===== config.mk =====
export PLATFORM = sky130hd
export DESIGN_NAME = shield_read_resp_gen_flat
export DESIGN_NICKNAME = d
export VERILOG_FILES = /design/src/rtl/shield_read_resp_gen_if.sv /design/src/rtl/shield_read_resp_gen.sv /design/src/flat_wrapper.sv
export SDC_FILE = /design/constraint.sdc
export NUM_CORES = 2
export LEC_CHECK = 0
export ABC_AREA = 1
export BUFFER_PORTS_ARGS = -buffer_cell sky130_fd_sc_hd__buf_2
export CAP_MARGIN = 20
export CORE_UTILIZATION = 60
export CTS_BUF_LIST = sky130_fd_sc_hd__clkbuf_4 sky130_fd_sc_hd__clkbuf_8
export DETAILED_ROUTE_END_ITERATION = 16
export GPL_TIMING_DRIVEN = 1
export PLACE_DENSITY = 0.8
export SYNTH_ARGS = -nofsm -noshare
export SYNTH_HDL_FRONTEND = slang
export SYNTH_SLANG_ARGS = --single-unit

===== constraint.sdc =====
create_clock -name clk -period 5.7 [get_ports clk]
set_input_delay 1.14 -clock clk [delete_from_list [all_inputs] [get_ports clk]]
set_output_delay 1.14 -clock clk [all_outputs]
set_load 0.05 [all_outputs]

===== src/rtl/shield_read_resp_gen_if.sv =====
// Request and AXI R-channel bundle for the shield read-response generator.
// The master side drives requests and rready; the slave side (the generator) drives R beats.
interface shield_read_resp_gen_if #(
    parameter int unsigned ID_W   = 6,
    parameter int unsigned DATA_W = 64,
    parameter int unsigned LINE_W = 512,
    parameter int unsigned OFF_W  = 6
);
    logic [LINE_W-1:0] cache_line;
    logic [ID_W-1:0]   req_id;
    logic              req_err;
    logic [7:0]        burst_count;
    logic [OFF_W-1:0]  burst_start_offset;
    logic              burst_last;
    logic              input_val;
    logic              input_rdy;

    logic [ID_W-1:0]   s_axi_rid;
    logic [DATA_W-1:0] s_axi_rdata;
    logic [1:0]        s_axi_rresp;
    logic              s_axi_rlast;
    logic              s_axi_rvalid;
    logic              s_axi_rready;

    modport master (
        output cache_line, req_id, req_err, burst_count, burst_start_offset,
               burst_last, input_val, s_axi_rready,
        input  input_rdy, s_axi_rid, s_axi_rdata, s_axi_rresp, s_axi_rlast, s_axi_rvalid
    );

    modport slave (
        input  cache_line, req_id, req_err, burst_count, burst_start_offset,
               burst_last, input_val, s_axi_rready,
        output input_rdy, s_axi_rid, s_axi_rdata, s_axi_rresp, s_axi_rlast, s_axi_rvalid
    );
endinterface


===== src/rtl/shield_read_resp_gen.sv =====
// Slices one verified cache line per request into AXI R beats (with ID, SLVERR and rlast)
// and queues them in a first-word-fall-through FIFO toward the CL read master.
module shield_read_resp_gen #(
    parameter int unsigned CL_ID_WIDTH   = 6,
    parameter int unsigned CL_DATA_WIDTH = 64,
    parameter int unsigned LINE_WIDTH    = 512,
    parameter int unsigned OFFSET_WIDTH  = 6,
    parameter int unsigned FIFO_DEPTH    = 16
) (
    input  logic                        clk,
    input  logic                        rst_n,
    shield_read_resp_gen_if.slave       bus,
    output logic                        busy,
    output logic [$clog2(FIFO_DEPTH):0] fifo_count
);
    localparam int unsigned BEATS  = LINE_WIDTH / CL_DATA_WIDTH;
    localparam int unsigned BIDX_W = $clog2(BEATS);
    localparam int unsigned AW     = $clog2(FIFO_DEPTH);
    localparam int unsigned CNT_W  = AW + 1;

    typedef enum logic [0:0] {IDLE = 1'b0, SEND = 1'b1} state_t;

    typedef struct packed {
        logic [CL_DATA_WIDTH-1:0] data;
        logic [CL_ID_WIDTH-1:0]   id;
        logic [1:0]               resp;
        logic                     last;
    } r_beat_t;

    state_t state, state_n;

    logic                     accept;
    logic                     push;
    logic                     pop;
    logic                     full;
    logic                     empty;
    logic                     rdy;

    logic [LINE_WIDTH-1:0]    line_r;
    logic [CL_ID_WIDTH-1:0]   id_r;
    logic                     err_r;
    logic                     last_r;
    logic [BIDX_W-1:0]        idx;
    logic [BIDX_W-1:0]        idx_inc;
    logic [7:0]               rem;

    logic [CL_DATA_WIDTH-1:0] line_beats [BEATS];
    r_beat_t                  push_beat;
    r_beat_t                  head;
    r_beat_t                  mem [FIFO_DEPTH];
    logic [AW-1:0]            wr_ptr;
    logic [AW-1:0]            rd_ptr;
    logic [CNT_W-1:0]         count;

    // Only the beat-select bits of the byte offset matter.
    logic                     unused_offset_bits;
    assign unused_offset_bits = ^bus.burst_start_offset[OFFSET_WIDTH-BIDX_W-1:0];

    for (genvar g = 0; g < BEATS; g++) begin : g_split
        assign line_beats[g] = line_r[g*CL_DATA_WIDTH +: CL_DATA_WIDTH];
    end

    // State register
    always_ff @(posedge clk or negedge rst_n) begin
        if (!rst_n) state <= IDLE;
        else        state <= state_n;
    end

    // Next-state logic
    always_comb begin
        state_n = state;
        case (state)
            IDLE: if (bus.input_val && (bus.burst_count != 8'd0)) state_n = SEND;
            SEND: if (push && (rem == 8'd1))                      state_n = IDLE;
            default:                                              state_n = IDLE;
        endcase
    end

    // FSM outputs; push is held off while full even if a pop happens the same cycle
    always_comb begin
        rdy    = 1'b0;
        accept = 1'b0;
        push   = 1'b0;
        case (state)
            IDLE: begin
                rdy    = 1'b1;
                accept = bus.input_val;
            end
            SEND: push = (rem != 8'd0) && !full;
            default: ;
        endcase
    end

    // Request capture and beat walking; idx wraps modulo BEATS
    assign idx_inc = (idx == BIDX_W'(BEATS - 1)) ? '0 : idx + BIDX_W'(1);

    always_ff @(posedge clk or negedge rst_n) begin
        if (!rst_n) begin
            line_r <= '0;
            id_r   <= '0;
            err_r  <= 1'b0;
            last_r <= 1'b0;
            idx    <= '0;
            rem    <= 8'd0;
        end else if (accept) begin
            line_r <= bus.cache_line;
            id_r   <= bus.req_id;
            err_r  <= bus.req_err;
            last_r <= bus.burst_last;
            idx    <= bus.burst_start_offset[OFFSET_WIDTH-1 -: BIDX_W];
            rem    <= bus.burst_count;
        end else if (push) begin
            idx <= idx_inc;
            rem <= rem - 8'd1;
        end
    end

    always_comb begin
        push_beat.data = line_beats[idx];
        push_beat.id   = id_r;
        push_beat.resp = err_r ? 2'b10 : 2'b00;
        push_beat.last = last_r && (rem == 8'd1);
    end

    // Output FIFO
    assign full  = (count == CNT_W'(FIFO_DEPTH));
    assign empty = (count == '0);
    assign pop   = !empty && bus.s_axi_rready;

    always_ff @(posedge clk or negedge rst_n) begin
        if (!rst_n) begin
            wr_ptr <= '0;
            rd_ptr <= '0;
            count  <= '0;
        end else begin
            if (push) wr_ptr <= wr_ptr + AW'(1);
            if (pop)  rd_ptr <= rd_ptr + AW'(1);
            case ({push, pop})
                2'b10:   count <= count + CNT_W'(1);
                2'b01:   count <= count - CNT_W'(1);
                default: count <= count;
            endcase
        end
    end

    always_ff @(posedge clk) begin
        if (push) mem[wr_ptr] <= push_beat;
    end

    assign head = mem[rd_ptr];

    // Head is held until handshake; payload forced to zero while empty
    assign bus.s_axi_rvalid = !empty;
    assign bus.s_axi_rdata  = empty ? '0   : head.data;
    assign bus.s_axi_rid    = empty ? '0   : head.id;
    assign bus.s_axi_rresp  = empty ? 2'b00 : head.resp;
    assign bus.s_axi_rlast  = empty ? 1'b0 : head.last;
    assign bus.input_rdy    = rdy;

    assign busy       = (state != IDLE) || !empty;
    assign fifo_count = count;
endmodule


===== src/flat_wrapper.sv =====
// flat-port wrapper written by rule: the top's interface ports become plain ports
module shield_read_resp_gen_flat 
#(
    parameter int unsigned CL_ID_WIDTH   = 6,
    parameter int unsigned CL_DATA_WIDTH = 64,
    parameter int unsigned LINE_WIDTH    = 512,
    parameter int unsigned OFFSET_WIDTH  = 6,
    parameter int unsigned FIFO_DEPTH    = 16
)
  (clk, rst_n, busy, fifo_count, bus_cache_line, bus_req_id, bus_req_err, bus_burst_count, bus_burst_start_offset, bus_burst_last, bus_input_val, bus_s_axi_rready, bus_input_rdy, bus_s_axi_rid, bus_s_axi_rdata, bus_s_axi_rresp, bus_s_axi_rlast, bus_s_axi_rvalid);
  shield_read_resp_gen_if #(.ID_W(6), .DATA_W(64), .LINE_W(512), .OFF_W(6)) bus_i ();
  input  logic clk;
  input  logic rst_n;
  output logic busy;
  output logic [$clog2(FIFO_DEPTH):0] fifo_count;
  input wire logic [$bits(bus_i.cache_line)-1:0] bus_cache_line;
  input wire logic [$bits(bus_i.req_id)-1:0] bus_req_id;
  input wire logic [$bits(bus_i.req_err)-1:0] bus_req_err;
  input wire logic [$bits(bus_i.burst_count)-1:0] bus_burst_count;
  input wire logic [$bits(bus_i.burst_start_offset)-1:0] bus_burst_start_offset;
  input wire logic [$bits(bus_i.burst_last)-1:0] bus_burst_last;
  input wire logic [$bits(bus_i.input_val)-1:0] bus_input_val;
  input wire logic [$bits(bus_i.s_axi_rready)-1:0] bus_s_axi_rready;
  output wire logic [$bits(bus_i.input_rdy)-1:0] bus_input_rdy;
  output wire logic [$bits(bus_i.s_axi_rid)-1:0] bus_s_axi_rid;
  output wire logic [$bits(bus_i.s_axi_rdata)-1:0] bus_s_axi_rdata;
  output wire logic [$bits(bus_i.s_axi_rresp)-1:0] bus_s_axi_rresp;
  output wire logic [$bits(bus_i.s_axi_rlast)-1:0] bus_s_axi_rlast;
  output wire logic [$bits(bus_i.s_axi_rvalid)-1:0] bus_s_axi_rvalid;
  assign bus_i.cache_line = bus_cache_line;
  assign bus_i.req_id = bus_req_id;
  assign bus_i.req_err = bus_req_err;
  assign bus_i.burst_count = bus_burst_count;
  assign bus_i.burst_start_offset = bus_burst_start_offset;
  assign bus_i.burst_last = bus_burst_last;
  assign bus_i.input_val = bus_input_val;
  assign bus_i.s_axi_rready = bus_s_axi_rready;
  assign bus_input_rdy = bus_i.input_rdy;
  assign bus_s_axi_rid = bus_i.s_axi_rid;
  assign bus_s_axi_rdata = bus_i.s_axi_rdata;
  assign bus_s_axi_rresp = bus_i.s_axi_rresp;
  assign bus_s_axi_rlast = bus_i.s_axi_rlast;
  assign bus_s_axi_rvalid = bus_i.s_axi_rvalid;
  shield_read_resp_gen #(.CL_ID_WIDTH(CL_ID_WIDTH), .CL_DATA_WIDTH(CL_DATA_WIDTH), .LINE_WIDTH(LINE_WIDTH), .OFFSET_WIDTH(OFFSET_WIDTH), .FIFO_DEPTH(FIFO_DEPTH)) u_core (.clk(clk), .rst_n(rst_n), .bus(bus_i), .busy(busy), .fifo_count(fifo_count));
endmodule

==> impl_table.tex <==
\begin{tabular}{lr}
\hline
Metric & Value \\
\hline
\multicolumn{2}{l}{\textbf{Power}} \\
\quad Switching fraction of total power & 42.76\% \\
\quad Part of the total power dissipated in combinational logic & 40.6\% \\
\quad Internal Power & 0.03044 W \\
\quad VDD IR-drop max & 0.5018 mV \\
\quad PwrDens & 637.1 nW/um\^{}2 \\
\quad Leakage power & 39.09 nW \\
\quad Clock share of power & 19.4\% \\
\quad Sequential fraction of design power & 40.1\% \\
\quad Reported net switching power & 0.02274 W \\
\quad Power after layout & 0.05318 W \\
\multicolumn{2}{l}{\textbf{STA}} \\
\quad Final number of max-transition violations & 0 \\
\quad Setup WS post-layout & 0.4845 ns \\
\quad Worst Max-Slew Pin Slew & 1.177 ns \\
\quad Min Tclk post-route & 5.215 ns \\
\quad Final worst hold slack & 0.1722 ns \\
\quad Fmax & 0.1917 GHz \\
\quad Number of hold violations in the final report & 0 \\
\quad Final critical-path share of the clock period & 91.50\% \\
\quad Total Neg Setup Slack & 0 ns \\
\quad Setup violators final & 0 \\
\quad Setup repair after global routing missed its margin & no \\
\quad Final worst clock skew & 0.1059 ns \\
\quad Worst slew slack as a fraction of its limit & 21.35\% \\
\multicolumn{2}{l}{\textbf{Synth}} \\
\quad Post-synthesis sequential area ratio & 65.35\% \\
\quad Cell taking the most area after synthesis & sky130\_fd\_sc\_hd\_\_edfxtp\_1 \\
\quad Leading cell types by count after synthesis & 3547 x sky130\_fd\_sc\_hd\_\_nand2\_1, 1152 x sky130\_fd\_sc\_hd\_\_edfxtp\_1, 733 x sky130\_fd\_sc\_hd\_\_nand3\_1 \\
\quad Dominant synthesized flop cell & sky130\_fd\_sc\_hd\_\_edfxtp\_1 \\
\quad Number of warnings reported in the yosys synthesis log & 0 \\
\quad Dominant cell by count in the synthesized netlist & sky130\_fd\_sc\_hd\_\_nand2\_1 \\
\quad Syn Std Cell Area & 73800 sq um \\
\quad Biggest area contributors in the synthesized netlist & sky130\_fd\_sc\_hd\_\_edfxtp\_1 47\%, sky130\_fd\_sc\_hd\_\_dfrtp\_1 18\%, sky130\_fd\_sc\_hd\_\_nand2\_1 18\% \\
\quad Average footprint of a synthesized cell & 9.571 sq um \\
\quad Fraction of synthesized cell area taken by the top area cell type & 46.87\% \\
\quad Post-synth EDFFs & 1152 \\
\quad Net count after synthesis & 8262 \\
\quad Synthesized netlist cell count & 7711 \\
\quad Post-synthesis async set-or-reset flop share & 32.12\% \\
\quad Number of distinct standard cells referenced by the synthesized netlist & 32 \\
\quad Post-synthesis register bit count & 1697 \\
\multicolumn{2}{l}{\textbf{Flow run}} \\
\quad Maximum Capacitance Violations & 0 \\
\multicolumn{2}{l}{\textbf{Floorplanning}} \\
\quad Total core area & 121900 sq um \\
\quad Effective utilization at floorplan & 60.55\% \\
\quad Die X-Extent & 352.7 um \\
\quad DIE HEIGHT & 352.7 um \\
\quad Number of placement rows & 128 \\
\quad Area of the die & 124400 sq um \\
\quad IO Pins & 619 \\
\multicolumn{2}{l}{\textbf{Placed design}} \\
\quad Total of buffers placed on input and output ports & 614 \\
\quad Placed instance area & 78070 sq um \\
\quad Setup WS pre-CTS & 1.453 ns \\
\quad Gpl congestion & 0.9428 \\
\quad Dpl hpwl & 122800 um \\
\multicolumn{2}{l}{\textbf{Routing}} \\
\quad Highest Signal Layer & met5 \\
\quad Routed metal-1 wirelength & 79120 um \\
\quad Wire length reported by the detailed router & 209900 um \\
\quad Via total after detailed routing & 57080 \\
\quad Number of design-rule violations left by the first detailed-router iteration & 7773 \\
\quad Post-detailed-route via-to-cell ratio & 5.653 \\
\quad Drt first pass iters & 6 \\
\quad Met2 routed wirelength & 95830 um \\
\quad Routed length on met3 & 22920 um \\
\quad DRC violation count after routing & 0 \\
\quad DR WL/cell & 20.79 um \\
\quad Number of antenna-violating nets in the routed design & 0 \\
\multicolumn{2}{l}{\textbf{Layout}} \\
\quad Fillers & 8656 \\
\quad Final Instance Area & 83470 sq um \\
\quad Area growth, synth to finish & 13.10\% \\
\quad Nets & 8800 \\
\quad Proportion of layout cells with a drive suffix above 1 & 13.71\% \\
\multicolumn{2}{l}{\textbf{GRT}} \\
\quad Total track usage & 33.31\% \\
\quad Initial antenna violation count & 50 \\
\quad Largest net degree at the start of global routing & 220 \\
\quad Global-route wire length before repair & 314800 um \\
\quad Gr ovfl total & 0 \\
\quad Vias in the first global route & 55530 \\
\multicolumn{2}{l}{\textbf{Clock network}} \\
\quad Total of cells resized after clock tree synthesis & 0 \\
\quad Clock sink count & 1697 \\
\quad Later-pin clock latency in the skew report & 0.99 ns \\
\quad Clock tree from TritonCTS & done \\
\quad H-tree depth & 5 \\
\quad Number of buffers inserted to repair setup after CTS & 0 \\
\quad Deepest clock path buffer count & 4 \\
\quad CTS Buf Count & 283 \\
\quad Clock transition time at the flip-flop clock pins of the worst setup and hold paths & 0.06 ns \\
\quad Hold buffer count at CTS & 0 \\
\quad CTS Root Cell & sky130\_fd\_sc\_hd\_\_clkbuf\_8 \\
\multicolumn{2}{l}{\textbf{Critical path}} \\
\quad Crit path DAT & 4.08 ns \\
\quad Worst-case reg-to-reg path depth & 8 \\
\quad Setup CP Type & reg -> out \\
\quad Maximum fanout count along the critical path & 110 \\
\quad Required arrival time at the worst endpoint & 4.56 ns \\
\quad Endpoint kind of the worst setup timing path & output port \\
\quad Kind of start point of the critical path & register \\
\multicolumn{2}{l}{\textbf{Outcome}} \\
\quad Run status & finished, final reports clean \\
\multicolumn{2}{l}{\textbf{Hold path}} \\
\quad Worst min-delay path class & in -> async \\
\hline
\end{tabular}
-- layout make-up --
| class | count | area (sq um) | share of cell area (%) |
|---|---|---|---|
| clock buffers | 393 | 4877 | 5.843 |
| flip-flops and latches | 1697 | 48250 | 57.81 |
| diodes | 46 | 115.1 | 0.1379 |
| repair buffers | 699 | 4179 | 5.007 |
| clock inverters | 70 | 402.9 | 0.4827 |
| multi-input cells | 4959 | 21290 | 25.51 |
| well taps | 1625 | 2033 | 2.436 |
| inverters | 609 | 2316 | 2.775 |
-- power groups by stage --
stage | Clock (W) | Combinational, W | Sequential, W
after global placement | 0 | 0.0204 | 0.0212
after global routing | 0.0109 | 0.0232 | 0.0216
after floorplan | 0 | 0.0145 | 0.0208
after CTS | 0.0104 | 0.0212 | 0.0212
after detailed placement | 0 | 0.0211 | 0.0214
final | 0.0103 | 0.0216 | 0.0213
-- path summary, 6_finish.rpt --
path	start	endpoint	slack, ns
worst min-delay path	rst_n	u_core.line_r[93]	0.17
max in group asynchronous	rst_n	u_core.line_r[250]	4.11
worst min register to register	u_core.line_r[413]	u_core.line_r[413]	0.48
worst max-delay path	u_core.rd_ptr[0]	bus_s_axi_rdata[9]	0.48
min in group clk	bus_cache_line[198]	u_core.line_r[198]	0.35
worst max register to register	u_core.rem[0]	u_core.mem[5][34]	2.19
-- sequential cells by signal, indices dropped and copies added (netlist names), 3 cells and up --
| register | cells |
|---|---|
| u_core.rd_ptr | 4 |
| u_core.id_r | 6 |
| u_core.wr_ptr | 4 |
| u_core.mem | 1152 |
| u_core.rem | 8 |
| u_core.line_r | 512 |
| u_core.idx | 3 |
| u_core.fifo_count | 5 |
-- metrics by stage --
step	util, %	cells
6_report	68.49	10100
5_1_grt	68.48	10100
4_1_cts	68.39	10050
3_5_place_dp	64.06	9589
3_3_place_gp	64.04	9588
2_1_floorplan	-	7711
-- worst max-delay path, cell delays in order, from the launching register on --
cell and delay (ns):
sky130_fd_sc_hd__dfrtp_4 0.74, sky130_fd_sc_hd__inv_8 0.58, sky130_fd_sc_hd__buf_12 0.43, sky130_fd_sc_hd__nand2_1 0.14, sky130_fd_sc_hd__nand2_1 0.10, sky130_fd_sc_hd__nand2_1 0.06, sky130_fd_sc_hd__nand3_1 0.07, sky130_fd_sc_hd__nand3_1 0.10
sky130_fd_sc_hd__a21oi_1 0.45, sky130_fd_sc_hd__buf_2 0.38
-- logic make-up after synthesis --
| family | Yosys count | share of synthesized area, % |
|---|---|---|
| AND/OR/NAND/NOR | 4446 | 23.90 |
| flip-flops | 1697 | 65.35 |
| adder cells (fa/ha/maj) | 13 | 0.2204 |
| buffers and inverters | 1055 | 5.968 |
| XOR/XNOR | 9 | 0.1068 |
| multiplexers | 131 | 1.777 |
| other | 1 | 0.005081 |
| AO/OA/AOI/OAI | 359 | 2.665 |
-- metal layers --
| layer | GRT usage [%] | vias up |
|---|---|---|
| met2 | 50.69 | 3630 |
| met3 | 5.382 | 617 |
| met5 | 0 | - |
| li1 | - | 26030 |
| met4 | 20.26 | 6 |
| met1 | 45.47 | 26800 |
-- cell usage in the layout, fill, tap and decap left out, drive strengths merged --
cell type,netlist,routed
o31ai,1,1
o22ai,128,128
ha,13,13
nor4,2,2
nand2,3548,3548
xnor2,2,2
xor2,7,7
o21bai,2,2
a21boi,1,1
nor2,156,156
diode,0,46
bufinv,0,4
nand3,734,734
clkbuf,148,393
buf,298,699
dfrtp,545,545
nor3,1,1
inv,609,611
conb,1,1
o21ai,152,152
mux2i,131,131
clkinv,0,64
nand4,4,4
edfxtp,1152,1152
a21oi,75,75
nand3b,1,1
No activity file was read; power rests on OpenSTA's default activity.
